File: config.mk
export PLATFORM = sky130hd
export DESIGN_NAME = fp_regfile_sb
export DESIGN_NICKNAME = d
export VERILOG_FILES = /design/src/rtl/fp_regfile_sb.sv
export SDC_FILE = /design/constraint.sdc
export NUM_CORES = 2
export LEC_CHECK = 0
export CORE_AREA = 2 2 372 374
export CTS_BUF_LIST = sky130_fd_sc_hd__clkbuf_16
export CTS_CLUSTER_DIAMETER = 30
export DETAILED_ROUTE_END_ITERATION = 10
export DIE_AREA = 0 0 374 376
export PLACE_DENSITY = 0.67
export SYNTH_ARGS = -nofsm -noshare
export SYNTH_HDL_FRONTEND = slang
export SYNTH_SLANG_ARGS = --single-unit
export TNS_END_PERCENT = 100
File: constraint.sdc
create_clock -name clk -period 46.3 [get_ports clk]
set_input_delay 9.26 -clock clk [delete_from_list [all_inputs] [get_ports clk]]
set_output_delay 9.26 -clock clk [all_outputs]
set_load 0.005 [all_outputs]
File: src/rtl/fp_regfile_sb.sv
// ----------------------------------------------------------------------------
// fp_regfile_sb
// Floating-point register file with a busy-bit scoreboard for the pipelined
// MIPS core. It supports single (fmt 5'h10) and double (fmt 5'h11, even/odd
// register pair) accesses, with a separate format on each access port.
// Reads are registered and bypass a same-cycle write. The scoreboard tracks
// destinations that have issued but not yet written back.
//
// Ports
//   clk, rst            clock; asynchronous active-high reset
//   rd_en/rd_fmt        read capture strobe and format (shared by both ports)
//   rd_addr1/rd_addr2   source registers
//   rd_data1/rd_data2   registered read data (2*WORD_W; upper half 0 if single)
//   rd_busy             registered: a source was busy when the read was captured
//   wr_en/wr_fmt/       write-back strobe, format, destination and data
//   wr_addr/wr_data       (the upper half of a double goes to wr_addr+1)
//   iss_en/iss_fmt/     issue strobe: marks the destination busy
//   iss_addr
//   hazard              combinational RAW hazard for the current read inputs
//   fmt_err             one-cycle registered pulse for any illegal access
// ----------------------------------------------------------------------------
module fp_regfile_sb #(
   parameter int NUM_REGS    = 32,
   parameter int WORD_W      = 32,
   parameter int ADDR_W      = $clog2(NUM_REGS),
   parameter int RESET_INDEX = 1
) (
   input  logic                clk,
   input  logic                rst,
   input  logic                rd_en,
   input  logic [4:0]          rd_fmt,
   input  logic [ADDR_W-1:0]   rd_addr1,
   input  logic [ADDR_W-1:0]   rd_addr2,
   output logic [2*WORD_W-1:0] rd_data1,
   output logic [2*WORD_W-1:0] rd_data2,
   output logic                rd_busy,
   input  logic                wr_en,
   input  logic [4:0]          wr_fmt,
   input  logic [ADDR_W-1:0]   wr_addr,
   input  logic [2*WORD_W-1:0] wr_data,
   input  logic                iss_en,
   input  logic [4:0]          iss_fmt,
   input  logic [ADDR_W-1:0]   iss_addr,
   output logic                hazard,
   output logic                fmt_err
);

   localparam logic [4:0] FMT_S = 5'h10;
   localparam logic [4:0] FMT_D = 5'h11;

   // A double must start on an even register; any other format is illegal.
   function automatic logic fmt_legal(input logic [4:0] fmt, input logic [ADDR_W-1:0] addr);
      logic ok;
      case (fmt)
         FMT_S:   ok = 1'b1;
         FMT_D:   ok = ~addr[0];
         default: ok = 1'b0;
      endcase
      return ok;
   endfunction

   // Odd partner of an even register. It never wraps past NUM_REGS-1.
   function automatic logic [ADDR_W-1:0] pair_hi(input logic [ADDR_W-1:0] addr);
      return {addr[ADDR_W-1:1], 1'b1};
   endfunction

   // Value a read of register idx sees, including any same-cycle write.
   function automatic logic [WORD_W-1:0] fwd_word(
      input logic [ADDR_W-1:0]   idx,
      input logic [WORD_W-1:0]   cur,
      input logic                upd,
      input logic                dbl,
      input logic [ADDR_W-1:0]   waddr,
      input logic [2*WORD_W-1:0] wdata
   );
      logic [WORD_W-1:0] val;
      if (upd && (idx == waddr)) begin
         val = wdata[WORD_W-1:0];
      end else if (upd && dbl && (idx == pair_hi(waddr))) begin
         val = wdata[2*WORD_W-1:WORD_W];
      end else begin
         val = cur;
      end
      return val;
   endfunction

   logic [WORD_W-1:0]   regs [NUM_REGS];
   logic [NUM_REGS-1:0] busy;

   logic                wr_legal, wr_dbl, wr_upd;
   logic                iss_legal, iss_dbl, iss_set;
   logic                rd1_legal, rd2_legal, rd_dbl;
   logic [NUM_REGS-1:0] wr_mask, iss_mask;
   logic [WORD_W-1:0]   rd1_lo, rd1_hi, rd2_lo, rd2_hi;
   logic [2*WORD_W-1:0] rd1_val, rd2_val;
   logic                src1_busy, src2_busy;
   logic                err_now;

   // Decode legality and the effective write/issue actions.
   always_comb begin
      wr_legal  = fmt_legal(wr_fmt, wr_addr);
      wr_dbl    = (wr_fmt == FMT_D);
      // A write to register 0 is dropped but still counts as a write-back.
      wr_upd    = wr_en && wr_legal && (wr_addr != {ADDR_W{1'b0}});
      iss_legal = fmt_legal(iss_fmt, iss_addr);
      iss_dbl   = (iss_fmt == FMT_D);
      iss_set   = iss_en && iss_legal && (iss_addr != {ADDR_W{1'b0}});
      rd1_legal = fmt_legal(rd_fmt, rd_addr1);
      rd2_legal = fmt_legal(rd_fmt, rd_addr2);
      rd_dbl    = (rd_fmt == FMT_D);
      err_now   = (wr_en && !wr_legal) || (iss_en && !iss_legal) ||
                  (rd_en && !(rd1_legal && rd2_legal));
   end

   // Scoreboard clear mask (legal write-back) and set mask (legal issue).
   always_comb begin
      wr_mask  = {NUM_REGS{1'b0}};
      iss_mask = {NUM_REGS{1'b0}};
      if (wr_en && wr_legal) begin
         wr_mask[wr_addr] = 1'b1;
         if (wr_dbl) begin
            wr_mask[pair_hi(wr_addr)] = 1'b1;
         end else begin
            wr_mask[wr_addr] = 1'b1;
         end
      end else begin
         wr_mask = {NUM_REGS{1'b0}};
      end
      if (iss_set) begin
         iss_mask[iss_addr] = 1'b1;
         if (iss_dbl) begin
            iss_mask[pair_hi(iss_addr)] = 1'b1;
         end else begin
            iss_mask[iss_addr] = 1'b1;
         end
      end else begin
         iss_mask = {NUM_REGS{1'b0}};
      end
   end

   // Read words with bypass, assembled per port; an illegal port reads 0.
   always_comb begin
      rd1_lo = fwd_word(rd_addr1,          regs[rd_addr1],          wr_upd, wr_dbl, wr_addr, wr_data);
      rd1_hi = fwd_word(pair_hi(rd_addr1), regs[pair_hi(rd_addr1)], wr_upd, wr_dbl, wr_addr, wr_data);
      rd2_lo = fwd_word(rd_addr2,          regs[rd_addr2],          wr_upd, wr_dbl, wr_addr, wr_data);
      rd2_hi = fwd_word(pair_hi(rd_addr2), regs[pair_hi(rd_addr2)], wr_upd, wr_dbl, wr_addr, wr_data);
      if (!rd1_legal) begin
         rd1_val = {2*WORD_W{1'b0}};
      end else if (rd_dbl) begin
         rd1_val = {rd1_hi, rd1_lo};
      end else begin
         rd1_val = {{WORD_W{1'b0}}, rd1_lo};
      end
      if (!rd2_legal) begin
         rd2_val = {2*WORD_W{1'b0}};
      end else if (rd_dbl) begin
         rd2_val = {rd2_hi, rd2_lo};
      end else begin
         rd2_val = {{WORD_W{1'b0}}, rd2_lo};
      end
   end

   // Source busy lookup from the current scoreboard. A same-cycle write-back
   // does not mask it.
   always_comb begin
      src1_busy = rd1_legal && (busy[rd_addr1] || (rd_dbl && busy[pair_hi(rd_addr1)]));
      src2_busy = rd2_legal && (busy[rd_addr2] || (rd_dbl && busy[pair_hi(rd_addr2)]));
      hazard    = rd_en && (src1_busy || src2_busy);
   end

   // Register array: reset image, then legal non-zero writes.
   always_ff @(posedge clk or posedge rst) begin
      if (rst) begin
         for (int i = 0; i < NUM_REGS; i++) begin
            regs[i] <= (RESET_INDEX != 0) ? WORD_W'(i) : {WORD_W{1'b0}};
         end
      end else if (wr_upd) begin
         regs[wr_addr] <= wr_data[WORD_W-1:0];
         if (wr_dbl) begin
            regs[pair_hi(wr_addr)] <= wr_data[2*WORD_W-1:WORD_W];
         end
      end
   end

   // Scoreboard: clear on write-back first, so that a same-cycle issue wins.
   always_ff @(posedge clk or posedge rst) begin
      if (rst) begin
         busy <= {NUM_REGS{1'b0}};
      end else begin
         busy <= (busy & ~wr_mask) | iss_mask;
      end
   end

   // Registered read outputs, which hold while rd_en is low, and the error pulse.
   always_ff @(posedge clk or posedge rst) begin
      if (rst) begin
         rd_data1 <= {2*WORD_W{1'b0}};
         rd_data2 <= {2*WORD_W{1'b0}};
         rd_busy  <= 1'b0;
         fmt_err  <= 1'b0;
      end else begin
         fmt_err <= err_now;
         if (rd_en) begin
            rd_data1 <= rd1_val;
            rd_data2 <= rd2_val;
            rd_busy  <= src1_busy || src2_busy;
         end else begin
            rd_data1 <= rd_data1;
            rd_data2 <= rd_data2;
            rd_busy  <= rd_busy;
         end
      end
   end

endmodule

---- Yosys cells after proc, flatten, opt, wreduce, memory -nomap -nowiden ----
Cells that the tools add are included.
storage, ports and cells
  register bits ........................... 1186
  output and inout port bits .............. 131
cells by class
  reduce and logical (&&, ||, !) cells .... 38
  equal/unequal tests ..................... 14
  order comparisons ....................... 20
  mux-type cells .......................... 55
  bitwise gates (word level) .............. 17
operators by type and width
  operator            number
  $bwmux 1024         2
  $mux 1024           1
  $mux 32             22
  $bmux 32 s5         4
  $demux 32 s5        2
  $mux 64             4
  $or 32x32->32       5
  $lt 5x6->1 const B  8
  $ge 6x6->1 const B  6
  $not 5->6           6
  $and 32x32->32      1
  $not 32->32         1
  $eq 5x5->1          6
  $eq 5x5->1 const B  6
  $logic_and 1x1->1   28
  $ge 5x1->1 const B  4
  $lt 6x1->1 const B  2
  $bmux 1 s5          2
  $demux 1 s5         2
  $reduce_bool 5->1   2
  $bmux 1 s4          2
  $demux 1 s4         2
  $eq 4x4->1          2
  $mux 1              8
  4 further kinds     16

---- Depth between registers and ports, before layout ----
  depth in word-level cells ............... 10
  mapped depth ............................ 10
  depth with buffers taken out ............ 5

---- Worst setup path before layout ----
Ideal clock, no wire load.
  path type ............................... input to output
  start ................................... input rd_addr1[1]
  end ..................................... output hazard
  path slack .............................. 25.811 ns
  arrival time ............................ 11.229 ns
  path buffers ............................ 5
  data required time ...................... 37.040 ns
  stages .................................. 10
  cells stage by stage .................... buf_2 > buf_6 > buf_4 > buf_4 > buf_2 > mux4_2 > a22oi_1 > a22oi_1 > a21oi_1 > nand2_1
between the ends
  longest elaborated chain between the ends .. 7
ends and longest elaborated chain
  what                          RTL line  RTL
  from (decl)                   32        input logic [ADDR_W-1:0] rd_addr1,
  $bmux 1 s4                    166       src1_busy = rd1_legal && (busy[rd_addr1] || (rd_dbl && busy[pair_hi(rd_addr1)]));
  $mux 1 (not written as such)  166
  $logic_and 1x1->1             166
  $logic_or 1x1->1 *            166
  $logic_and 1x1->1 *           166
  $logic_or 1x1->1 *            168       hazard = rd_en && (src1_busy || src2_busy);
  $logic_and 1x1->1 *           168
  to (decl)                     44        output logic hazard,
Mark *: on every way between the ends. The rest lies on a longest branch, timed or not. The select of a mux whose other input is x is not followed.

---- Worst setup path after layout ----
  start ................................... input rd_fmt[1]
  end ..................................... output hazard
between the ends
  longest elaborated chain between the ends .. 6
ends and longest elaborated chain
  what                                                                RTL line  RTL
  from (decl)                                                         31        input logic [4:0] rd_fmt,
  parallel branches: the longest is 4 deep, another holds $eq 5x5->1  --
  $logic_or 1x1->1 *                                                  168
  $logic_and 1x1->1 *                                                 168
Every way passes the cells marked *.

==> metrics.yaml <==
status:
  status: "complete, no violations"
synthesis:
  post_synth_num_cell_types: 72
  synth_nets: 5170
  synth_top_family_by_area: "multiplexers"
  synth_area_um2: 67700
  synth_xor_area_share_pct: 0.129
  synth_edf_count: 0
  ys_seq_elements: 1186
  muxShareOfSynthArea_pct: 32.6
  yosys.area_share.simple_pct: 3.18
  synth_compound_area_share_pct: 15.3
  avgSynthCellArea_um2: 13.4
  async_reset_ff_share_pct: 100
  synthCells: 5066
  synth_fa_ha_area_share_pct: 0
  ys_seq_area_share_pct: 44.0
  synth-warning-count: 0
  ys.flop_type: "dfrtp_1"
cts:
  post_cts_resized: 0
  tritoncts: "built"
  htree_levels: 5
  cts_buffer_depth: 4
  cts_buffers: 287
  holdBufCountCts: 0
  clock-sinks: 1186
  cts_setup_buffers: 0
  insertion_delay_ps: 920
  clkTransAtPathRegs_ps: 40
  root_buffer: "clkbuf_16"
job:
  max_cap_violations: 0
grt:
  grt_pass1_wl_um: 392000
  grt_pass1_vias: 55276
  grt_overflow: 0
  antenna_found_initial: 20
  grtUsageTotal_pct: 38.5
  grt_start_max_net_pins: 196
setup_path:
  startpoint_type: "input pin"
  r2r_slack_ps: 43790
  crit_type: "input pin to primary output"
  crit_required_ps: 37040
  cp.arrival_ps: 12560
  crit_path_top_delay_cell: "nor4b_2"
  worst-path-max-fanout: 7
  max_stage_delay_ps: 1130
  crit_path_end_kind: "primary output"
  crit_path_cell_trace: "clkdlybuf4s50_1 -> nor4b_2 -> nand2_1 -> a21oi_4 -> o221ai_1 -> nand2_1 -> clkdlybuf4s50_1"
floorplan:
  die_w_um: 374
  start_util_pct: 49.6
  ios: 235
  dieArea_um2: 141000
  core_area_um2: 137000
  rows: 136
  die_h_um: 376
timing:
  max_slew.worst_pin.slew_ps: 1420
  period_minus_slack_ps: 21820
  maxSlewViolCount: 0
  tns_ps: 0
  finalCritPeriodShare_pct: 47.1
  fin_skew_ps: 59.2
  setup_viol: 0
  slew-limit-headroom_pct: 4.88
  rsz0062_at_grt: "no"
  hold_viol_final: 0
  timing.fmax_ghz: 0.0458
placement:
  post-dp-hpwl_um: 157000
  port_buffers: 234
  gp_congestion: 0.971
route:
  drc: 0
  antenna_left: 0
  drt-total-wl_um: 273000
  avgRoutedWirePerCell_um: 38.8
  vias_per_cell: 7.84
  dr.pass1.iters: 9
  vias: 55186
  drt_iter0_drc: 8976
power:
  p_int_mw: 2.52
  power_mw: 3.33
  p_leak_nw: 34.4
  p_clk_share_pct: 59.1
  switchingPower_mw: 0.811
  pwr-share-seq_pct: 33.1
  pwr-share-comb_pct: 7.8
  powerDensity_nw_per_um2: 41.4
  swShare_pct: 24.4
  peakVddDrop_v: 0.0000325
hold_path:
  holdCritPathClass: "register to register"
cells_and_area:
  final-seq-area_um2: 29800
  multiInputGateArea_um2: 35000
  layout.nets: 5131
  area_delta_synth_final_pct: 18.6
  layout-drive-gt1-share_pct: 36.9
  num-fill-cells: 10494
  fin_util_pct: 58.8
[power by group through the flow]
| stage | sequential, mW | clock (mW) | combinational (mW) |
|---|---|---|---|
| 5_1_grt | 1.10 | 2.03 | 0.270 |
| 6_report | 1.10 | 1.97 | 0.259 |
| 2_1_floorplan | 1.11 | 0 | 0.181 |
| 3_5_place_dp | 1.11 | 0 | 0.253 |
| 3_3_place_gp | 1.11 | 0 | 0.249 |
| 4_1_cts | 1.10 | 1.97 | 0.254 |
[cell usage after synthesis, drive strengths merged, types with 69 or more instances]
library cell | number | area (um^2)
o22ai | 518 | 3240
dfstp | 80 | 2100
mux4 | 695 | 15700
nand2 | 88 | 338
mux2 | 509 | 5730
a2bb2oi | 416 | 3640
nand3 | 96 | 498
clkbuf | 421 | 1580
a21oi | 110 | 551
mux2i | 69 | 691
nor2 | 118 | 450
buf | 315 | 1500
dfrtp | 1106 | 27700
[cells in the final DEF (no fill, tap or decap), types with 55 or more instances in the layout]
cell             Yosys  layout
clkbuf_16            0     296
nor2_1             115     115
mux4_2             695     695
mux2i_1             69      69
a21oi_1            110     106
buf_4               22     172
a2bb2oi_1          416     416
dfstp_2             80      80
nand3_1             94      93
clkdlybuf4s50_1      0     225
mux2_1              55      55
inv_1               57      90
o22ai_1            518     518
mux2_2             454     454
dfrtp_1           1106    1106
[per-layer routing]
metal  up-vias  part of all wire [%]  track usage (%)
met3      1251                    16             17.6
met5         -                  0.10             1.34
li1      20454                     -                -
met4        16                   7.6             24.5
met1     28382                    34             48.8
met2      5083                    42             53.2
[critical path: cells and delay by family]
kind,cells,cell delay (ps)
AO/OA/AOI/OAI,2,430
buffers and inverters,2,970
AND/OR/NAND/NOR,3,1900
[per-stage QoR]
step / setup WS, ps / instances / area, um^2 / hold slack (ps)
after floorplan: 3760 / 5066 / 67700 / 441
after global placement: 24860 / 6532 / 71000 / 377
after detailed placement: 24850 / 6532 / 71000 / 382
after CTS: 24840 / 7025 / 80300 / 393
after global routing: 24550 / 7033 / 80300 / 406
final: 24480 / 7036 / 80300 / 390
[cell families (layout without fill, tap and decap cells)]
group | after synthesis | count (layout)
other cells | 0 | 11
simple gates | 418 | 418
mux | 1273 | 1273
buf+inv | 795 | 960
flops | 1186 | 1186
compound gates | 1384 | 1384
xor+xnor | 10 | 10
[layout make-up]
type	instances	share of cell area, %
Clock buffer	296	9.22
Inverter	59	0.294
Tap cell	1794	2.79
Sequential cell	1186	37.1
Antenna cell	11	0.0343
Multi-Input combinational cell	3085	43.6
Timing Repair Buffer	408	4.64
Clock inverter	197	2.37
[path summary, 6_finish.rpt]
| check | from | end | depth (start not counted) |
|---|---|---|---|
| max in group asynchronous | rst | regs[778] | 7 |
| min in group asynchronous | rst | rd_data1[62] | 2 |
| min reg2reg | register | register | 0 |
| max reg2reg | regs[15] | rd_data2[15] | 5 |
| min | register | register | 0 |
| max | rd_fmt[1] | hazard | 7 |
(Power assumes the default switching activity.)
